## src/rtl/input_debouncer.sv

```systemverilog
// Synchronises a raw asynchronous level into clk and accepts a new level only after
// DEBOUNCE_CYCLES consecutive identical samples; counts rejected candidate changes.
module input_debouncer #(
  parameter int unsigned SYNC_STAGES     = 2,
  parameter int unsigned DEBOUNCE_CYCLES = 16,
  parameter logic        RESET_LEVEL     = 1'b0
) (
  input  logic       clk,
  input  logic       reset,
  input  logic       x_in,
  output logic       x_clean,
  output logic       stable,
  output logic [7:0] glitch_cnt
);

  localparam int unsigned CNT_W = $clog2(DEBOUNCE_CYCLES);
  localparam logic [CNT_W-1:0] CNT_LAST = CNT_W'(DEBOUNCE_CYCLES - 1);
  localparam logic [7:0] GLITCH_MAX = 8'hFF;

  typedef enum logic [1:0] {
    STABLE_LOW  = 2'd0,
    CHECK_HIGH  = 2'd1,
    STABLE_HIGH = 2'd2,
    CHECK_LOW   = 2'd3
  } state_e;

  logic [SYNC_STAGES-1:0] sync_q;
  logic                   s;
  state_e                 state_q;
  logic [CNT_W-1:0]       cnt_q;
  logic                   x_clean_q;
  logic                   stable_q;
  logic [7:0]             glitch_q;

  // Plain flop chain: no logic between stages.
  always_ff @(posedge clk) begin
    if (reset) begin
      sync_q <= {SYNC_STAGES{RESET_LEVEL}};
    end else begin
      sync_q <= {sync_q[SYNC_STAGES-2:0], x_in};
    end
  end

  assign s = sync_q[SYNC_STAGES-1];

  // Debounce FSM; x_clean only moves on a CHECK -> opposite STABLE acceptance.
  always_ff @(posedge clk) begin
    if (reset) begin
      state_q   <= RESET_LEVEL ? STABLE_HIGH : STABLE_LOW;
      cnt_q     <= '0;
      x_clean_q <= RESET_LEVEL;
      stable_q  <= 1'b1;
      glitch_q  <= '0;
    end else begin
      case (state_q)
        STABLE_LOW: begin
          if (s) begin
            state_q  <= CHECK_HIGH;
            cnt_q    <= CNT_W'(1);
            stable_q <= 1'b0;
          end else begin
            cnt_q <= '0;
          end
        end
        CHECK_HIGH: begin
          if (!s) begin
            state_q  <= STABLE_LOW;
            cnt_q    <= '0;
            stable_q <= 1'b1;
            if (glitch_q != GLITCH_MAX) glitch_q <= glitch_q + 8'd1;
          end else if (cnt_q == CNT_LAST) begin
            state_q   <= STABLE_HIGH;
            cnt_q     <= '0;
            x_clean_q <= 1'b1;
            stable_q  <= 1'b1;
          end else begin
            cnt_q <= cnt_q + CNT_W'(1);
          end
        end
        STABLE_HIGH: begin
          if (!s) begin
            state_q  <= CHECK_LOW;
            cnt_q    <= CNT_W'(1);
            stable_q <= 1'b0;
          end else begin
            cnt_q <= '0;
          end
        end
        CHECK_LOW: begin
          if (s) begin
            state_q  <= STABLE_HIGH;
            cnt_q    <= '0;
            stable_q <= 1'b1;
            if (glitch_q != GLITCH_MAX) glitch_q <= glitch_q + 8'd1;
          end else if (cnt_q == CNT_LAST) begin
            state_q   <= STABLE_LOW;
            cnt_q     <= '0;
            x_clean_q <= 1'b0;
            stable_q  <= 1'b1;
          end else begin
            cnt_q <= cnt_q + CNT_W'(1);
          end
        end
        default: begin
          state_q   <= STABLE_LOW;
          cnt_q     <= '0;
          x_clean_q <= 1'b0;
          stable_q  <= 1'b1;
        end
      endcase
    end
  end

  assign x_clean    = x_clean_q;
  assign stable     = stable_q;
  assign glitch_cnt = glitch_q;

endmodule

```

## config.mk

```make
export PLATFORM = sky130hd
export DESIGN_NAME = input_debouncer
export DESIGN_NICKNAME = d
export VERILOG_FILES = /design/src/rtl/input_debouncer.sv
export SDC_FILE = /design/constraint.sdc
export NUM_CORES = 1
export LEC_CHECK = 0
export CAP_MARGIN = 20
export CORE_MARGIN = 2
export CORE_UTILIZATION = 45
export DETAILED_ROUTE_END_ITERATION = 12
export PLACE_DENSITY = 0.69
export SETUP_SLACK_MARGIN = 0.02
export SLEW_MARGIN = 20
export SYNTH_ARGS = -nofsm -noshare
export SYNTH_HDL_FRONTEND = slang
export SYNTH_SLANG_ARGS = --single-unit
```

## constraint.sdc

```tcl
create_clock -name clk -period 1.8 [get_ports clk]
set_input_delay 0.18 -clock clk [delete_from_list [all_inputs] [get_ports clk]]
set_output_delay 0.18 -clock clk [all_outputs]
set_load 0.01 [all_outputs]
```

==> results of run 1 <==
## kinds of logic (layout without fill, tap and decap cells)
kind of cell             after synthesis  in the layout  share of synthesized area, %
flip-flops                            18             18                         46.83
adder cells (fa/ha/maj)                2              2                         3.252
multiplexers                           2              2                         2.602
AND/OR/NAND/NOR                       31             31                         21.63
AO/OA/AOI/OAI                         17             17                         14.47
buffers and inverters                  2             17                         3.089
XOR/XNOR                               5              5                         8.131
## critical path: cells and delay by family, from the launching register on
family	cells	cell delay (ps)
flip-flops	1	360
AO/OA/AOI/OAI	2	310
adder cells (fa/ha/maj)	1	270
AND/OR/NAND/NOR	2	610
## power breakdown
part           internal, mW  leakage [nW]  total [mW]  switching [mW]
Sequential            0.406         0.146       0.412         0.00681
Clock                0.0776        0.0138       0.196           0.118
Combinational        0.0227         0.165      0.0408          0.0181
Total                 0.506         0.324       0.649           0.143
## final timing paths
| path | to | slack [ps] | cells past startpoint |
|---|---|---|---|
| hold reg to reg | sync_q[1] | 450 | 1 |
| hold / removal | sync_q[1] | 450 | 1 |
| setup / recovery | glitch_cnt[5] | 180 | 5 |
| setup reg to reg | glitch_cnt[5] | 180 | 5 |
## synth_stat cells, types with 2 or more instances
| cell type | instances |
|---|---|
| nor2_1 | 7 |
| or3_1 | 2 |
| nand2b_1 | 2 |
| dfxtp_1 | 18 |
| mux2i_1 | 2 |
| nand3_1 | 5 |
| a21oi_1 | 6 |
| ha_1 | 2 |
| nand2_1 | 3 |
| nor3_1 | 2 |
| o21ai_0 | 3 |
| o31ai_1 | 3 |
| xor2_1 | 3 |
| and3_1 | 2 |
| or4_1 | 3 |
| nor2b_1 | 2 |
## per-layer routing
layer  wire [um]  up-vias
met5           0        -
met1         776      288
met2         683        7
li1            -      318
met4          10        0
met3          31        2
## cell usage in the layout (no fill, tap or decap), types with 3 or more instances in the layout
master	count
nor2_1	7
dfxtp_1	18
clkbuf_4	3
o31ai_1	3
nand3_1	4
clkdlybuf4s50_1	12
xor2_1	3
o21ai_0	3
or4_1	3
a21oi_1	6
nand2_1	3
## cell type report
| type | count | area [um^2] |
|---|---|---|
| fillers | 148 | 621.8 |
| multi-input cells | 57 | 399.1 |
| well taps | 16 | 20.02 |
| clock buffers | 3 | 22.52 |
| flip-flops and latches | 18 | 360.3 |
| repair buffers | 14 | 135.1 |
## flip-flops by register name, summed over array words and instances, names as in the netlist, named ones only
signal      count
glitch_cnt      8
cnt_q           4
sync_q          2
stable          1
state_q         1
x_clean         1
==> flow_summary.yaml, run 1 <==
finish:
  fin_cells: 108
  nNetsFinal: 99
  area_growth_pct: 21.79
  n_antenna_cell: 0
  drive_gt1_share_pct: 8.696
  fin_util_pct: 60.11
  fin_area_um2: 937.1
cts:
  postCtsSetupBuffers: 0
  ctsHoldBuffers: 0
  cts_tree: "done"
  cts.sinks: 18
  cts_buffers: 3
  clock-root-buffer: "clkbuf_4"
  path_clk_slew_ps: 100
  htree_levels: 1
  cts_resized: 0
  clock_latency_ps: 290
  clock_path_buffers: 2
synth:
  syn_area_um2: 769.5
  synth_edf_count: 0
  synth_top_area_share_pct: 46.83
  synthesis.nets: 82
  synth_area_leaders: "dfxtp_1 (47%), a21oi_1 (3.9%), xnor2_4 (3.6%), nor2_1 (3.4%), xor2_1 (3.4%)"
  synth_largest_area_cell: "dfxtp_1"
  ys_warn_count: 0
  async_flop_share_pct: 0
  ys.flop_type: "dfxtp_1"
  synth.avg_cell_area_um2: 9.993
  seq_area_frac_synth_pct: 46.83
  yosys_register_bits: 18
  synth_cells: 77
  synth.distinct_cells: 28
timing:
  drv_slew: 0
  setup_ws_ps: 183.3
  clock.fmax_ghz: 0.6186
  rsz0062_at_grt: "no"
  fin_tns_setup_ps: 0
  skew_ps: 5.646
  relSlewSlack_pct: 76.70
  finalCritPeriodShare_pct: 89.81
  fin_crit_ps: 1617
  hold_ws_ps: 452.6
  worstMarginPinSlew_ps: 347.8
  finalHoldViolCount: 0
  setup_viol: 0
global_routing:
  grt.total_usage_pct: 16.27
  grt_max_degree: 15
  use_met1_pct: 22.75
  met2_usage_pct: 22.86
  overflow: 0
  met3_usage_pct: 5.200
  top_usage_layer: "met2"
  grt_pass1_wl_um: 2359
  grt_pass1_vias: 526
  antenna_found_initial: 0
floorplanning:
  dieHeight_um: 45.35
  die_w_um: 45.35
  die-area_mm2: 0.002057
  rows: 14
  core_mm2: 0.001559
  io_pins: 13
  initial_utilization_pct: 49.36
setup_path:
  cp_slowest_cell: "or4_1"
  worst-setup-path-type: "flop to flop"
  startpoint_type: "flop"
  end_kind: "flop"
  crit_path_max_incr_delay_ps: 490
  critPathLaunch: "glitch_cnt[0]"
  crit_chain: "ha_1, nand3_2, o211ai_4, or4_1, a21oi_1"
  crit_fanout: 12
  cp.required_ps: 2020
  crit_arrival_ps: 1840
  reg2reg_from: "glitch_cnt[0]"
power:
  fin_total_pwr_uw: 649.1
  power_density_mw_per_mm2: 692.6
  p_leak_nw: 0.3245
  peakVddDrop_v: 0.0004643
place:
  place_area_um2: 900.9
  pre_cts_ws_ps: 105.4
  dp_hpwl_um: 1033
  place.gp.congestion: 0.7648
  io_buffers: 12
  dp.cells: 105
status:
  status: "completed"
job:
  cap_violations: 0
routing:
  via_per_inst: 5.694
  drt_iter0_markers: 9
  wl_um: 1501
  via_count: 615
  wl_per_cell_um: 13.90
  ant_nets: 0
  drt-pass1-iter-count: 5
  drcViolationCount: 0
worst_hold_path:
  min-delay-start: "sync_q[0]"
  hold_path.class: "flop to flop"
No activity file was read; power rests on OpenSTA's default activity.
==> inputs of run 2 (changes only) <==
--- a/config.mk
+++ b/config.mk
@@ -8,6 +8,7 @@
 export CAP_MARGIN = 20
 export CORE_MARGIN = 2
 export CORE_UTILIZATION = 45
+export CTS_CLUSTER_SIZE = 8
 export DETAILED_ROUTE_END_ITERATION = 12
 export PLACE_DENSITY = 0.69
 export SETUP_SLACK_MARGIN = 0.02
==> results of run 2 <==
Same layout as run 1: the final DEF is identical, and so are final timing and power.
